===== src/rtl/dmips_mem_pkg.sv =====
// Shared types and defaults for the dataram load/store path.
// Size encodings, FSM states and the misalignment rule live here.
package dmips_mem_pkg;

    localparam int DATA_WIDTH_DEF = 32;
    localparam int BUS_WIDTH_DEF  = 17;

    typedef enum logic [1:0] {
        SIZE_BYTE = 2'b00,
        SIZE_HALF = 2'b01,
        SIZE_WORD = 2'b10,
        SIZE_RSVD = 2'b11
    } size_e;

    typedef enum logic [1:0] {
        IDLE,
        READ,
        WRITE,
        RESP
    } state_e;

    // Reserved size is folded into the misaligned case.
    function automatic logic misaligned(input logic [1:0] size,
                                        input logic [1:0] off);
        logic bad;
        bad = 1'b0;
        unique case (1'b1)
            size == SIZE_HALF: bad = off[0];
            size == SIZE_WORD: bad = |off;
            size == SIZE_RSVD: bad = 1'b1;
            default:           bad = 1'b0;
        endcase
        return bad;
    endfunction

endpackage


===== src/rtl/lsu_lane_align.sv =====
// Little-endian lane extract/extend for loads and lane merge for stores.
// Purely combinational; the word input is the raw dataram word.
module lsu_lane_align
    import dmips_mem_pkg::*;
#(
    parameter int DATA_WIDTH = DATA_WIDTH_DEF
) (
    input  logic [1:0]            size,
    input  logic                  sign,
    input  logic [1:0]            off,
    input  logic [DATA_WIDTH-1:0] word,
    input  logic [DATA_WIDTH-1:0] wdata,
    output logic [DATA_WIDTH-1:0] load_data,
    output logic [DATA_WIDTH-1:0] merged
);

    logic [7:0]  lane_b;
    logic [15:0] lane_h;

    always_comb begin
        lane_b    = word[{off, 3'b000} +: 8];
        lane_h    = word[{off[1], 4'b0000} +: 16];
        load_data = word;
        merged    = wdata;
        unique case (1'b1)
            size == SIZE_BYTE: begin
                load_data = {{(DATA_WIDTH-8){sign & lane_b[7]}}, lane_b};
                merged    = word;
                merged[{off, 3'b000} +: 8] = wdata[7:0];
            end
            size == SIZE_HALF: begin
                load_data = {{(DATA_WIDTH-16){sign & lane_h[15]}}, lane_h};
                merged    = word;
                merged[{off[1], 4'b0000} +: 16] = wdata[15:0];
            end
            default: begin
                load_data = word;
                merged    = wdata;
            end
        endcase
    end

endmodule


===== src/rtl/load_store_unit.sv =====
// Single-outstanding load/store unit in front of a combinational dataram.
// Sub-word stores do a read-modify-write through READ then WRITE.
module load_store_unit
    import dmips_mem_pkg::*;
#(
    parameter int DATA_WIDTH = DATA_WIDTH_DEF,
    parameter int BUS_WIDTH  = BUS_WIDTH_DEF
) (
    input  logic                  clk,
    input  logic                  reset_n,
    input  logic                  req_valid,
    output logic                  req_ready,
    input  logic                  req_write,
    input  logic [1:0]            req_size,
    input  logic                  req_signed,
    input  logic [BUS_WIDTH+1:0]  req_addr,
    input  logic [DATA_WIDTH-1:0] req_wdata,
    output logic                  resp_valid,
    output logic [DATA_WIDTH-1:0] resp_rdata,
    output logic                  resp_error,
    output logic                  memwrite,
    output logic [BUS_WIDTH-1:0]  adr,
    output logic [DATA_WIDTH-1:0] writedata,
    input  logic [DATA_WIDTH-1:0] readdata
);

    state_e                state;
    logic                  lat_write;
    logic [1:0]            lat_size;
    logic                  lat_signed;
    logic [1:0]            lat_off;
    logic [DATA_WIDTH-1:0] lat_wdata;
    logic [DATA_WIDTH-1:0] load_data;
    logic [DATA_WIDTH-1:0] merged;

    assign req_ready = (state == IDLE);

    lsu_lane_align #(
        .DATA_WIDTH(DATA_WIDTH)
    ) u_align (
        .size      (lat_size),
        .sign      (lat_signed),
        .off       (lat_off),
        .word      (readdata),
        .wdata     (lat_wdata),
        .load_data (load_data),
        .merged    (merged)
    );

    always_ff @(posedge clk or negedge reset_n) begin
        if (!reset_n) begin
            state      <= IDLE;
            lat_write  <= 1'b0;
            lat_size   <= 2'b00;
            lat_signed <= 1'b0;
            lat_off    <= 2'b00;
            lat_wdata  <= '0;
            memwrite   <= 1'b0;
            adr        <= '0;
            writedata  <= '0;
            resp_valid <= 1'b0;
            resp_error <= 1'b0;
            resp_rdata <= '0;
        end else begin
            unique case (state)
                IDLE: begin
                    if (req_valid) begin
                        lat_write  <= req_write;
                        lat_size   <= req_size;
                        lat_signed <= req_signed;
                        lat_off    <= req_addr[1:0];
                        lat_wdata  <= req_wdata;
                        adr        <= req_addr[BUS_WIDTH+1:2];
                        if (misaligned(req_size, req_addr[1:0])) begin
                            state      <= RESP;
                            resp_valid <= 1'b1;
                            resp_error <= 1'b1;
                        end else if (req_write && req_size == SIZE_WORD) begin
                            state     <= WRITE;
                            memwrite  <= 1'b1;
                            writedata <= req_wdata;
                        end else begin
                            state <= READ;
                        end
                    end
                end
                READ: begin
                    if (lat_write) begin
                        state     <= WRITE;
                        memwrite  <= 1'b1;
                        writedata <= merged;
                    end else begin
                        state      <= RESP;
                        resp_valid <= 1'b1;
                        resp_rdata <= load_data;
                    end
                end
                WRITE: begin
                    state      <= RESP;
                    memwrite   <= 1'b0;
                    resp_valid <= 1'b1;
                end
                RESP: begin
                    state      <= IDLE;
                    resp_valid <= 1'b0;
                    resp_error <= 1'b0;
                    resp_rdata <= '0;
                end
            endcase
        end
    end

endmodule

===== config.mk =====
export PLATFORM = sky130hd
export DESIGN_NAME = load_store_unit
export DESIGN_NICKNAME = d
export VERILOG_FILES = /design/src/rtl/dmips_mem_pkg.sv /design/src/rtl/lsu_lane_align.sv /design/src/rtl/load_store_unit.sv
export SDC_FILE = /design/constraint.sdc
export NUM_CORES = 1
export LEC_CHECK = 0
export BUFFER_PORTS_ARGS = -buffer_cell sky130_fd_sc_hd__clkbuf_2
export CELL_PAD_IN_SITES_DETAIL_PLACEMENT = 0
export CELL_PAD_IN_SITES_GLOBAL_PLACEMENT = 1
export CORE_ASPECT_RATIO = 1.2
export CORE_MARGIN = 2
export CORE_UTILIZATION = 37
export DETAILED_ROUTE_END_ITERATION = 16
export HOLD_SLACK_MARGIN = 0.12
export PLACE_DENSITY_LB_ADDON = 0.1
export SLEW_MARGIN = 20
export SYNTH_ARGS = -nofsm -noshare
export SYNTH_HDL_FRONTEND = slang
export SYNTH_SLANG_ARGS = --single-unit

===== constraint.sdc =====
create_clock -name clk -period 2.25 [get_ports clk]
set_input_delay 0.225 -clock clk [delete_from_list [all_inputs] [get_ports clk]]
set_output_delay 0.225 -clock clk [all_outputs]
set_load 0.01 [all_outputs]

==> results of run 1 <==
==> through the flow <==
stage               area [µm²]  setup WS [ns]  total power, mW  hold WS (ns)
finish                    9130          0.131             14.2         0.132
CTS                       9120          0.127             14.3         0.124
detailed placement        7900          0.144             11.1         0.292
floorplan                 6670         0.0990             8.42       -0.0706
global placement          7900          0.138             11.0         0.286
global route              9130       0.000149             15.2         0.134
==> where the power goes <==
group / total (mW) / internal [mW] / switching [mW]
logic: 7.05 / 3.05 / 4.00
registers: 4.16 / 3.32 / 0.843
clock network: 3.00 / 1.88 / 1.13
==> critical path: stages (launching register included) <==
cell,delay (ns)
dfrtp_1,0.38
buf_4,0.20
nor2_2,0.17
mux4_2,0.51
and4b_1,0.39
a221o_1,0.33
==> area by class of cell <==
cell class | instances | area, µm² | share of cell area, %
sequential | 124 | 3100 | 34.0
inverter | 17 | 63.8 | 0.699
timing repair buffer | 260 | 1750 | 19.2
tap | 220 | 275 | 3.02
clock inverter | 15 | 210 | 2.30
multi-input combinational | 428 | 3300 | 36.1
clock buffer | 17 | 425 | 4.66
==> cell families after synthesis <==
logic type | after synthesis | share of synthesized area, %
flip-flops | 124 | 46.5
AND/OR/NAND/NOR | 112 | 9.13
AO/OA/AOI/OAI | 233 | 24.8
multiplexers | 74 | 13.3
buffers and inverters | 75 | 4.61
adder cells (fa/ha/maj) | 9 | 1.69
==> repair_timing <==
action | CTS | global route
gates resized for setup | 0 | 3
endpoints found under the setup margin | 0 | 5
endpoints found under the hold margin | 101 | 0
hold buffers | 58 | 0
==> sequential cells by signal, indices dropped and copies added, names as in the netlist <==
name and flops:
lat_wdata 32, resp_rdata 32, writedata 32, adr 17, lat_off 2, lat_size 2
state 2, lat_signed 1, lat_write 1, memwrite 1, resp_error 1, resp_valid 1
==> layer usage <==
layer	part of all wire, %	vias up	track usage [%]
met2	47	233	40.8
li1	-	2858	-
met5	0	-	0
met3	4.8	45	4.52
met1	45	3121	34.2
met4	2.9	0	10.4
==> cells in the final DEF (no fill, tap or decap), types with 2 or more instances in the layout <==
cell type        n
or4b_1           7
o2bb2ai_1        9
o21ai_0         49
o31ai_1         32
clkinv_4         3
clkbuf_2       173
a32o_1           5
nor2_1          13
a221o_1         25
a21oi_1         44
a22o_1           8
clkbuf_16       17
clkinv_2         2
nand2_1         41
bufinv_16        4
and2_1           7
a221oi_1        16
nor3_1           2
ha_2             2
a211oi_1         8
buf_12           7
nor2b_1          4
mux2_2          56
o22ai_1          9
mux2i_1         12
a211o_1          7
inv_1           17
dfrtp_1        124
ha_1             7
o221ai_1         3
and4b_1          2
nand3_1          4
o2111ai_1        7
inv_6            4
dlygate4sd3_1   58
mux4_2           6
nand2b_1        16
buf_4           22
==> synthesized netlist by cell type, drive strengths merged, types with 7 or more instances <==
| cell type | n |
|---|---|
| dfrtp | 124 |
| o2111ai | 8 |
| a211oi | 8 |
| a21oi | 45 |
| mux2 | 56 |
| nand2b | 16 |
| clkbuf | 42 |
| a22o | 8 |
| and2 | 8 |
| o2bb2ai | 9 |
| inv | 17 |
| nand2 | 42 |
| o21ai | 49 |
| mux2i | 12 |
| a211o | 7 |
| o22ai | 9 |
| nor2 | 14 |
| a221o | 25 |
| buf | 16 |
| ha | 9 |
| o31ai | 32 |
| a221oi | 16 |
| or4b | 7 |
==> path summary, 6_finish.rpt <==
check / start / endpoint / slack [ns]
min in group asynchronous: reset_n / writedata[18]$_DFFE_PN0P_ / 0.37
min reg2reg: resp_rdata[7]$_DFFE_PN0P_ / resp_rdata[7]$_DFFE_PN0P_ / 0.48
max reg2reg: lat_off[0]$_DFFE_PN0P_ / resp_rdata[17]$_DFFE_PN0P_ / 0.13
min: readdata[20] / resp_rdata[20]$_DFFE_PN0P_ / 0.13
max: lat_off[0]$_DFFE_PN0P_ / resp_rdata[17]$_DFFE_PN0P_ / 0.13
max in group asynchronous: reset_n / lat_off[0]$_DFFE_PN0P_ / 1.19
==> impl_metrics.py, run 1 <==
metrics = {
    "final_layout": {
        "num_antenna_cells": 0,
        "fin_util_pct": 51.9,
        "fillers": 1586,
        "nets": 947,
        "area_growth_pct": 36.8,
        "stdcell_count": 1081,
        "drive_gt1_share_pct": 35.9,
    },
    "worst_hold_path": {
        "hold_path.class": "primary input to flip-flop",
        "min_path_cells": 2,
    },
    "global_route": {
        "grt_pass1_vias": 6332,
        "antenna_found_initial": 0,
        "overflow": 0,
        "grt_usage_pct": 25.5,
        "grt_max_degree": 61,
        "grt_first_pass_wirelength_mm": 36.8,
    },
    "clock_tree": {
        "post_cts_buffers": 0,
        "numClockSinks": 124,
        "clockRootBuffer": "clkbuf_16",
        "clk_latency_ns": 0.42,
        "cts_max_path_buffers": 2,
        "cts_buffers": 17,
        "cts_tree": "built",
        "clk_pin_slew_ns": 0.06,
        "htreeDepth": 4,
    },
    "yosys": {
        "ys_ff_latch": 124,
        "ys_top_cells_by_area": "dfrtp_1 (47%), mux2_2 (9.5%), a221o_1 (3.8%), o21ai_0 (3.7%), o31ai_1 (3.6%)",
        "synth_top_cell_by_area": "dfrtp_1",
        "postSynthAreaPerCell_um2": 10.6,
        "synth_warnings": 0,
        "async_flop_share_pct": 100,
        "ys_types": 55,
        "synth_area_um2": 6670,
        "synth-seq-area-share_pct": 46.5,
        "netlist_instances": 627,
        "synth.net_count": 726,
        "ys.flop_type": "dfrtp_1",
        "synth-edff-count": 0,
        "synth_top_area_share_pct": 46.5,
    },
    "critical_path": {
        "critPathMaxFanout": 16,
        "rr_worst_depth": 5,
        "start_kind": "flip-flop",
        "path_class": "flip-flop to flip-flop",
        "critical_path_arrival_ns": 2.42,
        "cp-end-kind": "flip-flop",
        "required_ns": 2.55,
    },
    "die": {
        "dieArea_um2": 19100,
        "io_pins": 175,
        "coreArea_um2": 17600,
        "start_util_pct": 38.0,
        "die_w_um": 127,
        "die_y_um": 151,
        "core.rowCount": 53,
    },
    "run_status": {
        "outcome": "finished, final reports clean",
    },
    "route": {
        "drt_iter0_markers": 411,
        "drtAntennaViolNets": 0,
        "viasPerCell": 5.79,
        "vias": 6257,
        "wl_per_cell_um": 21.9,
        "routed_wl_mm": 23.7,
        "drc": 0,
        "firstDrtPassIters": 5,
    },
    "power": {
        "vdd_ir_drop_max_mv": 0.687,
        "power_density_nw_per_um2": 1560,
        "p_leak_nw": 4.16,
    },
    "flow_run": {
        "max_cap_violations": 0,
    },
    "sta": {
        "finalSetupViolations": 0,
        "max_freq_mhz": 472,
        "slew_viol_final": 0,
        "finalCriticalPeriod_ns": 2.12,
        "finClkSkew_ns": 0.00904,
        "relSlewSlack_pct": 56.0,
        "fin_crit_sh_pct": 94.2,
        "rsz0062_at_grt": "false",
        "setup_tns_ns": 0,
        "finalHoldViolations": 0,
        "max_slew.worst_pin.slew_ns": 0.660,
    },
    "placed_design": {
        "dp.cells": 991,
        "dp_hpwl_mm": 17.2,
        "port_buffers": 174,
        "gp_congestion": 0.888,
    },
}
Note: power is estimated with default switching activity, not from simulation.
==> run 2, diff against run 1 <==
--- a/config.mk
+++ b/config.mk
@@ -5,13 +5,14 @@
 export SDC_FILE = /design/constraint.sdc
 export NUM_CORES = 1
 export LEC_CHECK = 0
-export BUFFER_PORTS_ARGS = -buffer_cell sky130_fd_sc_hd__clkbuf_2
+export BUFFER_PORTS_ARGS = -buffer_cell sky130_fd_sc_hd__buf_2
 export CELL_PAD_IN_SITES_DETAIL_PLACEMENT = 0
 export CELL_PAD_IN_SITES_GLOBAL_PLACEMENT = 1
 export CORE_ASPECT_RATIO = 1.2
 export CORE_MARGIN = 2
 export CORE_UTILIZATION = 37
 export DETAILED_ROUTE_END_ITERATION = 16
+export GPL_ROUTABILITY_DRIVEN = 0
 export HOLD_SLACK_MARGIN = 0.12
 export PLACE_DENSITY_LB_ADDON = 0.1
 export SLEW_MARGIN = 20
==> impl_metrics.py, run 2 (synthesis results as in run 1) <==
metrics = {
    "route": {
        "routed_wl_mm": 23.1,
        "drtAntennaViolNets": 0,
        "drt_iter0_markers": 570,
        "firstDrtPassIters": 7,
        "drc": 0,
        "wl_per_cell_um": 21.4,
        "viasPerCell": 5.80,
        "vias": 6267,
    },
    "die": {
        "io_pins": 175,
        "start_util_pct": 38.0,
        "core.rowCount": 53,
        "dieArea_um2": 19100,
        "die_w_um": 127,
        "die_y_um": 151,
        "coreArea_um2": 17600,
    },
    "placed_design": {
        "port_buffers": 174,
        "dp_hpwl_mm": 16.3,
    },
    "global_route": {
        "grt_first_pass_wirelength_mm": 36.4,
        "grt_pass1_vias": 6370,
        "grt_usage_pct": 24.5,
        "grt_max_degree": 125,
        "overflow": 0,
        "antenna_found_initial": 0,
    },
    "final_layout": {
        "final_common_cell": "buf_2",
        "num_antenna_cells": 0,
        "top_regs": "lat_wdata (32), resp_rdata (32), writedata (32)",
        "layout_common_cells": "buf_2 (173), dfrtp_1 (124), dlygate4sd3_1 (61), mux2_2 (56), o21ai_0 (49)",
        "nets": 946,
        "area_growth_pct": 35.9,
        "drive_gt1_share_pct": 35.5,
    },
    "critical_path": {
        "slowest_stage": "mux4_2",
        "cp_slowest_stage_delay_ns": 0.51,
        "path_class": "flip-flop to flip-flop",
        "required_ns": 2.55,
        "critical_path_arrival_ns": 2.41,
        "critPathMaxFanout": 16,
        "path_cells": "buf_4, nor2_2, mux4_2, and4b_1, a221o_1",
        "cp-end-kind": "flip-flop",
        "r2r-start": "lat_off[0]$_DFFE_PN0P_",
        "start_kind": "flip-flop",
        "r2r-end": "resp_rdata[28]$_DFFE_PN0P_",
        "rr_worst_depth": 5,
        "ff2ff_setup_slack_ns": 0.14,
    },
    "power": {
        "vdd_ir_drop_max_mv": 0.803,
        "power_density_nw_per_um2": 1530,
        "p_leak_nw": 4.12,
    },
    "sta": {
        "max_freq_mhz": 474,
        "max_slew.worst_pin.slew_ns": 0.677,
        "setup_tns_ns": 0,
        "finalSetupViolations": 0,
        "finClkSkew_ns": 0.0126,
        "rsz0062_at_grt": "false",
        "finalCriticalPeriod_ns": 2.11,
        "finalHoldViolations": 0,
        "fin_crit_sh_pct": 93.7,
        "hold_ws_ns": 0.146,
        "slew_viol_final": 0,
        "relSlewSlack_pct": 54.9,
    },
    "worst_hold_path": {
        "min_path_cells": 2,
        "hold_path.class": "primary input to flip-flop",
        "hold_start": "readdata[25]",
        "whs_endpoint": "resp_rdata[25]$_DFFE_PN0P_",
    },
    "clock_tree": {
        "clockRootBuffer": "clkbuf_16",
        "htreeDepth": 4,
        "cts_tree": "built",
        "cts_buffers": 17,
        "cts_max_path_buffers": 2,
        "clk_latency_ns": 0.43,
        "clk_pin_slew_ns": 0.06,
        "numClockSinks": 124,
    },
    "flow_run": {
        "max_cap_violations": 0,
    },
    "run_status": {
        "outcome": "finished, final reports clean",
    },
}
run 2: changes by cell type in the layout (fill, tap and decap cells not counted), moves of 2 or more:
cell | before | now
clkinvlp_4 | 1 | 4
bufinv_16 | 4 | 2
inv_6 | 4 | 2
clkbuf_2 | 173 | 0
buf_2 | 0 | 173
clkbuf_8 | 0 | 2
buf_4 | 22 | 19
dlygate4sd3_1 | 58 | 61
run 2: area by class of cell:
class | count | area [µm²]
tap | 220 | 275
fill | 1607 | 8500
sequential | 124 | 3100
multi-input combinational | 428 | 3290
clock inverter | 12 | 139
timing repair buffer | 259 | 1740
clock buffer | 20 | 457
inverter | 17 | 63.8
run 2: worst max-delay path by stage:
stage | start | to | slack, ns | cells after the start
after floorplan | lat_off[0]$_DFFE_PN0P_ | writedata[12]$_DFFE_PN0P_ | 0.1 | 8
after global placement | lat_off[1]$_DFFE_PN0P_ | writedata[26]$_DFFE_PN0P_ | 0.13 | 6
after detailed placement | lat_off[1]$_DFFE_PN0P_ | writedata[17]$_DFFE_PN0P_ | 0.08 | 5
after CTS | lat_off[1]$_DFFE_PN0P_ | writedata[11]$_DFFE_PN0P_ | 0.09 | 5
after global routing | lat_off[1]$_DFFE_PN0P_ | writedata[18]$_DFFE_PN0P_ | 0.01 | 6
final | lat_off[0]$_DFFE_PN0P_ | resp_rdata[28]$_DFFE_PN0P_ | 0.14 | 5
run 2: metal layers:
metal	vias up	wire length [µm]	global-route usage, %
met5	-	0	0
met4	0	367	7.75
met3	29	1380	4.59
met2	260	11000	39.4
met1	3134	10400	33.5
li1	2844	-	-
run 2: what timing repair did:
item / CTS / global route
endpoints found under the setup margin: 0 / 17
buffers inserted: 0 / 0
hold buffers: 61 / 0
hold endpoints to repair: 184 / 0
resized for setup: 0 / 3
run 2: worst max-delay path: cells and delay by family, from the launching register on:
kind,cells,cell delay [ns]
AND/OR/NAND/NOR,2,0.57
flip-flops,1,0.37
multiplexers,1,0.51
AO/OA/AOI/OAI,1,0.33
buffers and inverters,1,0.20
run 2: power by group:
part	internal, mW	total (mW)	switching, mW
combinational	3.03	6.98	3.95
clock	1.70	2.79	1.10
sequential	3.32	4.15	0.830
run 2: metrics by stage:
stage	utilization, %	setup slack, ns	total power, mW	std cells	instance area (µm²)
2_1_floorplan	-	0.0990	8.42	627	6670
3_3_place_gp	44.7	0.131	10.9	987	7860
3_5_place_dp	44.7	0.0773	11.1	987	7860
4_1_cts	51.6	0.0943	14.0	1080	9060
5_1_grt	51.6	0.0101	14.9	1080	9070
6_report	51.6	0.141	13.9	1080	9070
==> run 3, diff against run 2 <==
--- a/config.mk
+++ b/config.mk
@@ -5,12 +5,13 @@
 export SDC_FILE = /design/constraint.sdc
 export NUM_CORES = 1
 export LEC_CHECK = 0
+export ABC_AREA = 1
 export BUFFER_PORTS_ARGS = -buffer_cell sky130_fd_sc_hd__buf_2
 export CELL_PAD_IN_SITES_DETAIL_PLACEMENT = 0
 export CELL_PAD_IN_SITES_GLOBAL_PLACEMENT = 1
 export CORE_ASPECT_RATIO = 1.2
 export CORE_MARGIN = 2
-export CORE_UTILIZATION = 37
+export CORE_UTILIZATION = 35
 export DETAILED_ROUTE_END_ITERATION = 16
 export GPL_ROUTABILITY_DRIVEN = 0
 export HOLD_SLACK_MARGIN = 0.12
==> impl_metrics.py, run 3 <==
metrics = {
    "final_layout": {
        "drive_gt1_share_pct": 19.5,
        "fillers": 2301,
        "layout_common_cells": "nand2_1 (533), buf_2 (173), dfrtp_1 (122), inv_1 (91), a21oi_1 (83)",
        "nets": 1442,
        "area_growth_pct": 29.9,
        "final_common_cell": "nand2_1",
        "top_regs": "lat_wdata (32), resp_rdata (32), writedata (32)",
        "num_antenna_cells": 0,
    },
    "sta": {
        "fin_crit_sh_pct": 91.9,
        "relSlewSlack_pct": 52.5,
        "rsz0062_at_grt": "false",
        "max_freq_mhz": 484,
        "finalSetupViolations": 0,
        "finalHoldViolations": 0,
        "slew_viol_final": 0,
        "finClkSkew_ns": 0.0107,
        "setup_tns_ns": 0,
        "finalCriticalPeriod_ns": 2.07,
        "max_slew.worst_pin.slew_ns": 0.708,
    },
    "critical_path": {
        "cp-end-kind": "flip-flop",
        "rr_worst_depth": 7,
        "critical_path_arrival_ns": 2.37,
        "path_class": "flip-flop to flip-flop",
        "required_ns": 2.55,
        "critPathMaxFanout": 16,
        "start_kind": "flip-flop",
    },
    "yosys": {
        "postSynthAreaPerCell_um2": 6.69,
        "ys_types": 32,
        "synth_top_area_share_pct": 40.9,
        "ys.flop_type": "dfrtp_1",
        "synth.net_count": 1234,
        "synth-seq-area-share_pct": 40.9,
        "synth_warnings": 0,
        "yosys-top-cells-count": "nand2_1 (534), dfrtp_1 (124), inv_1 (92)",
        "netlist_instances": 1135,
        "ys_ff_latch": 124,
        "synth_top_cell_by_area": "dfrtp_1",
        "ys_top_cells_by_area": "dfrtp_1 (41%), nand2_1 (26%), a21oi_1 (5.5%), o21ai_0 (4.6%), inv_1 (4.5%)",
        "synth-edff-count": 0,
        "async_flop_share_pct": 100,
        "synth_area_um2": 7590,
        "yosysMostFrequentCell": "nand2_1",
    },
    "die": {
        "coreArea_um2": 21500,
        "dieArea_um2": 22900,
        "io_pins": 175,
        "die_w_um": 138,
        "die_y_um": 165,
        "core.rowCount": 59,
        "start_util_pct": 35.3,
    },
    "run_status": {
        "outcome": "finished, final reports clean",
    },
    "global_route": {
        "overflow": 0,
        "grt_usage_pct": 23.6,
        "grt_first_pass_wirelength_mm": 42.0,
        "antenna_found_initial": 0,
        "grt_max_degree": 125,
        "grt_pass1_vias": 7341,
    },
    "clock_tree": {
        "cts_buffers": 17,
        "clk_pin_slew_ns": 0.06,
        "clk_latency_ns": 0.43,
        "clockRootBuffer": "clkbuf_16",
        "htreeDepth": 4,
        "cts_max_path_buffers": 2,
        "cts_tree": "built",
        "numClockSinks": 124,
    },
    "route": {
        "firstDrtPassIters": 5,
        "vias": 7818,
        "wl_per_cell_um": 16.6,
        "routed_wl_mm": 27.0,
        "viasPerCell": 4.80,
        "drt_iter0_markers": 580,
        "drc": 0,
        "drtAntennaViolNets": 0,
    },
    "placed_design": {
        "port_buffers": 174,
        "dp_hpwl_mm": 19.5,
    },
    "flow_run": {
        "max_cap_violations": 0,
    },
    "power": {
        "power_mw": 14.7,
        "vdd_ir_drop_max_mv": 0.850,
        "p_leak_nw": 5.40,
        "power_density_nw_per_um2": 1490,
    },
    "worst_hold_path": {
        "hold_path.class": "primary input to flip-flop",
        "min_path_cells": 4,
    },
}
==> run 3: changes by cell type after synthesis, moves of 21 or more <==
cell | before | now
inv_1 | 17 | 92
nor2_1 | 13 | 39
nand2_1 | 42 | 534
o31ai_1 | 32 | 0
a21oi_1 | 45 | 83
o21ai_0 | 49 | 70
nand3_1 | 4 | 48
mux2_2 | 56 | 0
a221o_1 | 25 | 0
==> run 3: power by group <==
| part | internal [mW] | switching, mW | total [mW] |
|---|---|---|---|
| sequential | 3.25 | 0.769 | 4.02 |
| combinational | 2.63 | 5.11 | 7.74 |
| clock | 1.76 | 1.13 | 2.89 |
==> run 3: through the flow <==
step / utilization, % / setup slack (ns) / hold WS, ns / instance area (µm²) / std cells
finish: 45.9 / 0.183 / 0.130 / 9860 / 1630
global route: 45.9 / 0.0179 / 0.164 / 9860 / 1630
CTS: 45.8 / 0.169 / 0.121 / 9840 / 1627
detailed placement: 40.4 / 0.178 / 0.390 / 8690 / 1541
global placement: 40.4 / 0.238 / 0.394 / 8690 / 1541
floorplan: - / 0.130 / -0.0706 / 7590 / 1135
==> run 3: final cells by class <==
class | count | area (µm²) | area share (%)
clock buffers | 17 | 425 | 4.31
well taps | 274 | 343 | 3.48
inverters | 99 | 383 | 3.88
repair buffers | 254 | 1660 | 16.8
multi-input cells | 846 | 3760 | 38.1
repair inverters | 1 | 7.51 | 0.0761
flip-flops and latches | 124 | 3110 | 31.5
clock inverters | 15 | 185 | 1.88
==> run 3: path summary, 6_finish.rpt <==
kind / to / from / slack (ns)
worst min-delay path: state[0]$_DFFE_PN0P_ / req_valid / 0.13
worst min register to register: memwrite$_DFFE_PN0P_ / memwrite$_DFFE_PN0P_ / 0.47
max in group asynchronous: lat_wdata[25]$_DFFE_PN0P_ / reset_n / 1.27
min in group asynchronous: resp_rdata[3]$_DFFE_PN0P_ / reset_n / 0.45
worst max-delay path: resp_rdata[7]$_DFFE_PN0P_ / state[1]$_DFFE_PN0P_ / 0.18
worst max register to register: resp_rdata[7]$_DFFE_PN0P_ / state[1]$_DFFE_PN0P_ / 0.18
==> run 3: kinds of logic after synthesis <==
logic type                 synth area share (%)
AOI/OAI and AO/OA                          14.1
adders and majority gates                  1.48
buffers and inverters                      9.74
DFF                                        40.9
and+or+nand+nor                            33.8
==> run 3: layer usage <==
metal  vias up  track usage (%)  part of all wire (%)
met3        30             3.75                   4.1
met4         0             7.51                   1.9
met1      3579             31.9                    46
met2       219             39.2                    48
met5         -                0                     0
li1       3990                -                     -
==> run 3: repair_timing <==
item,4_1_cts,5_1_grt
setup endpoints to repair,0,32
resized for setup,0,3
setup buffers,0,2
hold buffers,54,0
endpoints found under the hold margin,179,0
==> run 3: worst max-delay path: stages (launching register included) <==
cell	delay, ns
dfrtp_1	0.40
ha_1	0.32
inv_1	0.10
o21ai_1	0.57
clkinvlp_4	0.17
buf_4	0.23
nand2_1	0.08
nand2_1	0.05
